`src/rtl/datamem_dump_reader.sv`:
```
// datamem_dump_reader
// Read-side companion of the 16x8 data memory. On a start pulse it walks a
// contiguous (wrapping) address window through read_select and streams each
// sampled word out on a valid/ready byte stream, tagged with its address.
// Optional feature macro: DUMP_CHECKSUM_EN appends one checksum beat
// (sum of the dumped words mod 256, address 0, out_last=1) after the data.

module datamem_dump_reader #(
  parameter int DATA_W = 8,
  parameter int ADDR_W = 4
) (
  input  logic              clock,
  input  logic              reset_n,
  input  logic              start,
  input  logic [ADDR_W-1:0] start_addr,
  input  logic [ADDR_W-1:0] count,
  input  logic              abort,
  output logic [ADDR_W-1:0] read_select,
  input  logic [DATA_W-1:0] mem_rdata,
  output logic              out_valid,
  input  logic              out_ready,
  output logic [DATA_W-1:0] out_data,
  output logic [ADDR_W-1:0] out_addr,
  output logic              out_last,
  output logic              busy,
  output logic              done
);

  typedef enum logic [2:0] {
    IDLE  = 3'd0,
    FETCH = 3'd1,
    SEND  = 3'd2,
`ifdef DUMP_CHECKSUM_EN
    SUM   = 3'd3,
`endif
    DONE  = 3'd4
  } state_t;

  state_t            state_q;
  state_t            state_d;
  logic [ADDR_W-1:0] addr_q;
  logic [ADDR_W-1:0] rem_q;
  logic              handshake;
  logic              kill;
  logic              accept;

`ifdef DUMP_CHECKSUM_EN
  logic [DATA_W-1:0] sum_q;
`endif

  // A beat moves when both sides agree; abort only matters once a dump is running,
  // and a start that coincides with abort in IDLE is deliberately dropped.
  assign handshake   = out_valid && out_ready;
  assign kill        = (state_q != IDLE) && abort;
  assign accept      = (state_q == IDLE) && start && !abort;
  assign read_select = addr_q;
  assign busy        = (state_q != IDLE);
  assign done        = (state_q == DONE);

  // State register.
  always_ff @(posedge clock or negedge reset_n) begin
    if (!reset_n) state_q <= IDLE;
    else          state_q <= state_d;
  end

  // Next-state logic: abort wins over everything, otherwise fetch/send alternate until rem runs out.
  always_comb begin
    state_d = state_q;
    if (kill) begin
      state_d = IDLE;
    end else begin
      unique case (state_q)
        IDLE:  if (accept) state_d = FETCH;
        FETCH: state_d = SEND;
        SEND: begin
          if (handshake) begin
            if (rem_q == '0) begin
`ifdef DUMP_CHECKSUM_EN
              state_d = SUM;
`else
              state_d = DONE;
`endif
            end else begin
              state_d = FETCH;
            end
          end
        end
`ifdef DUMP_CHECKSUM_EN
        SUM:   if (handshake) state_d = DONE;
`endif
        DONE:  state_d = IDLE;
        default: state_d = IDLE;
      endcase
    end
  end

  // Datapath: window bookkeeping, the registered beat and (optionally) the running sum.
  always_ff @(posedge clock or negedge reset_n) begin
    if (!reset_n) begin
      addr_q    <= '0;
      rem_q     <= '0;
      out_valid <= 1'b0;
      out_data  <= '0;
      out_addr  <= '0;
      out_last  <= 1'b0;
`ifdef DUMP_CHECKSUM_EN
      sum_q     <= '0;
`endif
    end else if (kill) begin
      out_valid <= 1'b0;
      out_last  <= 1'b0;
    end else begin
      unique case (state_q)
        IDLE: begin
          if (accept) begin
            addr_q <= start_addr;
            rem_q  <= count;
`ifdef DUMP_CHECKSUM_EN
            sum_q  <= '0;
`endif
          end
        end
        FETCH: begin
          out_data  <= mem_rdata;
          out_addr  <= addr_q;
          out_valid <= 1'b1;
`ifdef DUMP_CHECKSUM_EN
          out_last  <= 1'b0;
          sum_q     <= sum_q + mem_rdata;
`else
          out_last  <= (rem_q == ADDR_W'(1));
`endif
          addr_q    <= addr_q + ADDR_W'(1);
          rem_q     <= rem_q - ADDR_W'(1);
        end
        SEND: begin
          if (handshake) begin
            out_valid <= 1'b0;
            out_last  <= 1'b0;
`ifdef DUMP_CHECKSUM_EN
            if (rem_q == '0) begin
              out_valid <= 1'b1;
              out_data  <= sum_q;
              out_addr  <= '0;
              out_last  <= 1'b1;
            end
`endif
          end
        end
`ifdef DUMP_CHECKSUM_EN
        SUM: begin
          if (handshake) begin
            out_valid <= 1'b0;
            out_last  <= 1'b0;
          end
        end
`endif
        default: begin
        end
      endcase
    end
  end

endmodule
```
`config.mk`:
```
export PLATFORM = sky130hd
export DESIGN_NAME = datamem_dump_reader
export DESIGN_NICKNAME = d
export VERILOG_FILES = /design/src/rtl/datamem_dump_reader.sv
export SDC_FILE = /design/constraint.sdc
export NUM_CORES = 1
export LEC_CHECK = 0
export ABC_AREA = 1
export CAP_MARGIN = 25
export CELL_PAD_IN_SITES_DETAIL_PLACEMENT = 0
export CELL_PAD_IN_SITES_GLOBAL_PLACEMENT = 1
export CORE_UTILIZATION = 29
export DETAILED_ROUTE_END_ITERATION = 16
export GPL_ROUTABILITY_DRIVEN = 0
export PLACE_DENSITY_LB_ADDON = 0.1
export RECOVER_POWER = 25
export SETUP_SLACK_MARGIN = 0.02
export SYNTH_ARGS = -nofsm -noshare
export SYNTH_HDL_FRONTEND = slang
export SYNTH_SLANG_ARGS = --single-unit
```
`constraint.sdc`:
```
create_clock -name clock -period 1.46 [get_ports clock]
set_clock_uncertainty 0.2 [all_clocks]
set_input_delay 0.146 -clock clock [delete_from_list [all_inputs] [get_ports clock]]
set_output_delay 0.146 -clock clock [all_outputs]
set_load 0.05 [all_outputs]
```
==> metrics.csv <==
metric,value,unit
syn2layout_area_growth,68.8,%
clkLatencyLatePin,0.26,ns
grt_pass1_wl,5.19,mm
yosysWarnings,0,
clkTransAtPathRegs,0.09,ns
cts_hold_buffers,0,
vdd_drop_max,0.00108,V
grt_pass1_vias,1173,
setup_viol,2,
ios,41,
layout_setup_ws,-0.0467,ns
use_met2,0.264,
rsz0062_at_grt,yes,
fin_cells,260,
drv_slew,0,
final_common_cell,nand2_1,
p_leak,1.01,nW
dieArea,4480,sq um
maxCapViolCount,0,
final_cell_mix,"72 x nand2_1, 22 x dfrtp_1, 20 x buf_12",
htree_levels,1,
numCtsBuffers,3,
place_inst,254,
antenna_found_initial,0,
dr_total_vias,1159,
fin_setup_tns,-0.0626,ns
cp_slowest_cell,dfrtp_1,
cts_buffer_depth,2,
ant_nets,0,
fmax,664,MHz
busiest_layer,met2,
synthCells,156,
drc,0,
viasPerCell,4.46,
grt_max_degree,26,
path_buf_inv,2,
dpl.hpwl,2.26,mm
yosysUniqueCellTypes,18,
power_density,2370,nW/um^2
placed_area,1970,sq um
layout-drive-gt1-share,0.271,
crit_path_start_kind,register,
cts_tree,yes,
synth.avg_cell_area,7.84,sq um
initial_core_util,0.303,
wl_per_cell,11.8,um
outcome,"finished, violations left",
max_stage_delay,0.42,ns
drtPass1Iterations,4,
fin_crit,1.51,ns
critPathMaxFanout,3,
endpoint_kind,output pin,
gr-usage-met1,0.192,
tightest_slew,0.628,ns
worstPathRequired,1.11,ns
timing.final.crit_share,1.03,
path_class,register to output pin,
slew_headroom,0.582,
rows,23,
finalHoldViolCount,0,
synth_seq_cells,25,
numPortBuffers,40,
ys_seq_area_frac,0.512,
overflow,0,
clkSinkCount,25,
syn_area,1220,sq um
crit_path_cell_trace,nor2_4 -> buf_6 -> nand2_4 -> buf_12,
num_antenna_cells,0,
synth_nets,180,
nets,235,
grt_usage,0.155,
violations,negative setup slack,
detail_route.iter0.violations,65,
postLayoutCellArea,2060,sq um
final_util,0.512,
arrival,1.16,ns
core,4030,sq um
clockRootBuffer,clkbuf_8,
crit_family,flip-flops,
finalWirelength,3.07,mm
grt_util_met3,0.0377,
hold_path.class,primary input to register,
total_power,4.89,mW
die_w,66.9,um
die_y,66.9,um
-- final cells by class --
cell class	count	area (sq um)
Sequential cell	25	629
Timing Repair Buffer	53	707
Clock buffer	4	45.0
Fill cell	399	1970
Inverter	13	51.3
Tap cell	50	62.6
Multi-Input combinational cell	115	568
-- timing repair --
item,4_1_cts,5_1_grt
resized for setup,9,9
setup buffers,0,2
pin swaps,2,2
setup endpoints to repair,3,25
-- flip-flops by register name, indices dropped and copies added (netlist names) --
register and cells:
out_data 8, out_addr 4, read_select 4, rem_q 4
state_q 3, out_last 1, out_valid 1
-- synthesized netlist by cell type --
| library cell | count | share of area |
|---|---|---|
| buf_4 | 2 | 0.012 |
| buf_6 | 1 | 0.0092 |
| dfrtp_1 | 25 | 0.51 |
| ha_1 | 3 | 0.031 |
| inv_1 | 11 | 0.034 |
| inv_2 | 2 | 0.0061 |
| nand2_1 | 75 | 0.23 |
| nand2_2 | 1 | 0.0051 |
| nand3_1 | 6 | 0.025 |
| nand4_1 | 2 | 0.010 |
| nor2_1 | 9 | 0.028 |
| nor2_4 | 2 | 0.018 |
| nor3_1 | 2 | 0.0082 |
| o211ai_2 | 1 | 0.010 |
| o21ai_0 | 8 | 0.033 |
| o21ai_1 | 4 | 0.016 |
| or2_2 | 1 | 0.0051 |
| xor2_1 | 1 | 0.0072 |
-- worst min-delay path, cell delays in order --
cell and delay (ns):
clkdlybuf4s50_1 0.39, nand2_1 0.06, nand2_1 0.04
-- worst paths after layout --
path	slack, ns	endpoint	cells past startpoint	start
min in group asynchronous	0.22	out_last	2	reset_n
min	0.21	out_data[7]	3	mem_rdata[7]
max	-0.05	busy	4	state_q[1]
max in group asynchronous	0.39	state_q[0]	2	reset_n
max reg2reg	0.03	rem_q[0]	6	state_q[1]
min reg2reg	0.34	out_data[1]	2	out_data[1]
-- kinds of logic (layout without fill, tap and decap cells) --
logic type | count (synthesis) | in the layout | synth area share
buffers and inverters | 16 | 70 | 0.0614
flip-flops | 25 | 25 | 0.512
XOR/XNOR | 1 | 1 | 0.00717
AO/OA/AOI/OAI | 13 | 13 | 0.0594
AND/OR/NAND/NOR | 98 | 98 | 0.330
adder cells (fa/ha/maj) | 3 | 3 | 0.0307
-- routing by layer --
metal / up-vias / routed length (um)
li1: 595 / -
met1: 541 / 1360
met2: 21 / 1550
met3: 2 / 142
met4: 0 / 21
met5: - / 0
-- per-stage QoR --
step                hold slack, ns  worst slack [ns]
floorplan                   -0.350          -0.00452
global placement             0.318           -0.0991
detailed placement           0.317            -0.133
CTS                         0.0274           -0.0424
global route                 0.206            -0.107
finish                       0.208           -0.0467
-- power breakdown --
group	internal (mW)	switching, mW
Combinational	1.46	1.69
Sequential	0.993	0.334
Clock	0.195	0.218
Note: power is estimated with default switching activity, not from simulation.
==> variant: new RTL, same settings <==
The parameter `ADDR_W` goes from 4 to 3.
--- a/src/rtl/datamem_dump_reader.sv
+++ b/src/rtl/datamem_dump_reader.sv
@@ -7,7 +7,7 @@
 
 module datamem_dump_reader #(
   parameter int DATA_W = 8,
-  parameter int ADDR_W = 4
+  parameter int ADDR_W = 3
 ) (
   input  logic              clock,
   input  logic              reset_n,
Ports: changed (resized count, out_addr, read_select and start_addr); port bits go from 41 to 37. The function was not compared with the original's and may differ.
==> variant against the original RTL <==
  * The flow still finishes with violations (negative setup slack)
  * Routed wire length shrank 9.1%
  * Total power shrank 2.8%
  * Non-clock buffer count shrank 2
  * Worst hold slack lost 0.0093 ns
  * Worst setup slack gained 0.0085 ns
  * Die area shrank 12%
  * Maximum frequency grew 0.57%
  * Design area shrank 3.4%
  * Clock power shrank 5.1%
  * Sequential cell count shrank 3
  * Area after synthesis shrank 12%
  * Largest power group unchanged
  * Highest routed layer unchanged
==> variant: results (changes against the original RTL) <==
Placement
  • Placed Area: 1730 um2 (-12%)
  • Port bufs: 36 (-10%)

Finish
  • Final net count: 209 (-11%)
  • Synthesis-to-layout area growth: 85.2%
  • Share of layout cells above drive strength 1: 38.4% (+11 points)

Worst setup path
  • CP max FO: 4 (+1)
  • R2R depth: 8 (+2)
  • Crit. Startpoint: state_q[0]
  • Critical-path top delay cell: dfrtp_2
  • Worst setup endpoint: done
  • End of the worst register-to-register path: read_select[2]

Global route
  • Total track usage: 14.1% (-1.3 points)
  • Vias in the first global route: 957 (-18%)
  • Global Route met2 Usage: 22.7% (-3.7 points)
  • Met3 Use GR: 3.47% (-0.30 points)

Power
  • Switching Share: 46.0% (+0.20 points)
  • Power Sequential: 1.21 mW (-9%)
  • Maximum vdd drop: 1.08 mV (+0.30%)
  • Leak Pwr: 0.968 nW (-4.5%)
  • Clock network power share: 8.3% (-0.2 points)

Drt
  • WL met3: 147 um (+3.5%)
  • Met2 WL: 1.43 mm (-7.2%)

Logic synthesis
  • Sequential area share after synthesis: 51.2% (about the same)
  • Synth cell count leaders: 71 x nand2_1, 22 x dfrtp_1, 10 x nand3_1
  • Yosys cell types: 17 (-1)
  • Syn Nets: 157 (-13%)
  • Dominant cells by area after synthesis: dfrtp_1 51%, nand2_1 25%, ha_1 4.7%

CTS
  • Post-CTS setup buffers: 2 (+2)
  • PostCTS Resize Cnt: 2 (-7)

Timing
  • PnR worst setup slack: -0.0382 ns (+0.00850 ns)
  • Setup TNS: -0.0647 ns (-0.00206 ns)
  • Final setup violation count: 2 (unchanged)

Outcome
  • Status: finished with violations
  • Failing checks: negative setup slack
-- variant: how the worst min path moves through the flow --
| stage | to | slack [ns] | from |
|---|---|---|---|
| 2_1_floorplan | out_addr[0] | -0.35 | reset_n |
| 4_1_cts | out_data[2] | 0.04 | reset_n |
| 6_report | out_data[0] | 0.20 | reset_n |
| 3_5_place_dp | rem_q[1] | 0.30 | rem_q[1] |
| 3_3_place_gp | rem_q[1] | 0.30 | rem_q[1] |
| 5_1_grt | out_data[3] | 0.23 | mem_rdata[3] |
-- variant: kinds of logic after synthesis --
family | Yosys count | share of synthesized area, %
xor gates and xnor gates | 2 | 1.63
AOI/OAI and AO/OA | 5 | 2.33
and+or+nand+nor | 89 | 35.0
DFF | 22 | 51.2
adders and majority gates | 4 | 4.65
buffers and inverters | 12 | 5.23
-- variant: final cells by class --
type	count	share of cell area, %
clock buffers	4	2.26
multi-input cells	100	30.4
inverters	8	1.88
flip-flops and latches	22	27.9
repair buffers	51	34.7
well taps	46	2.89
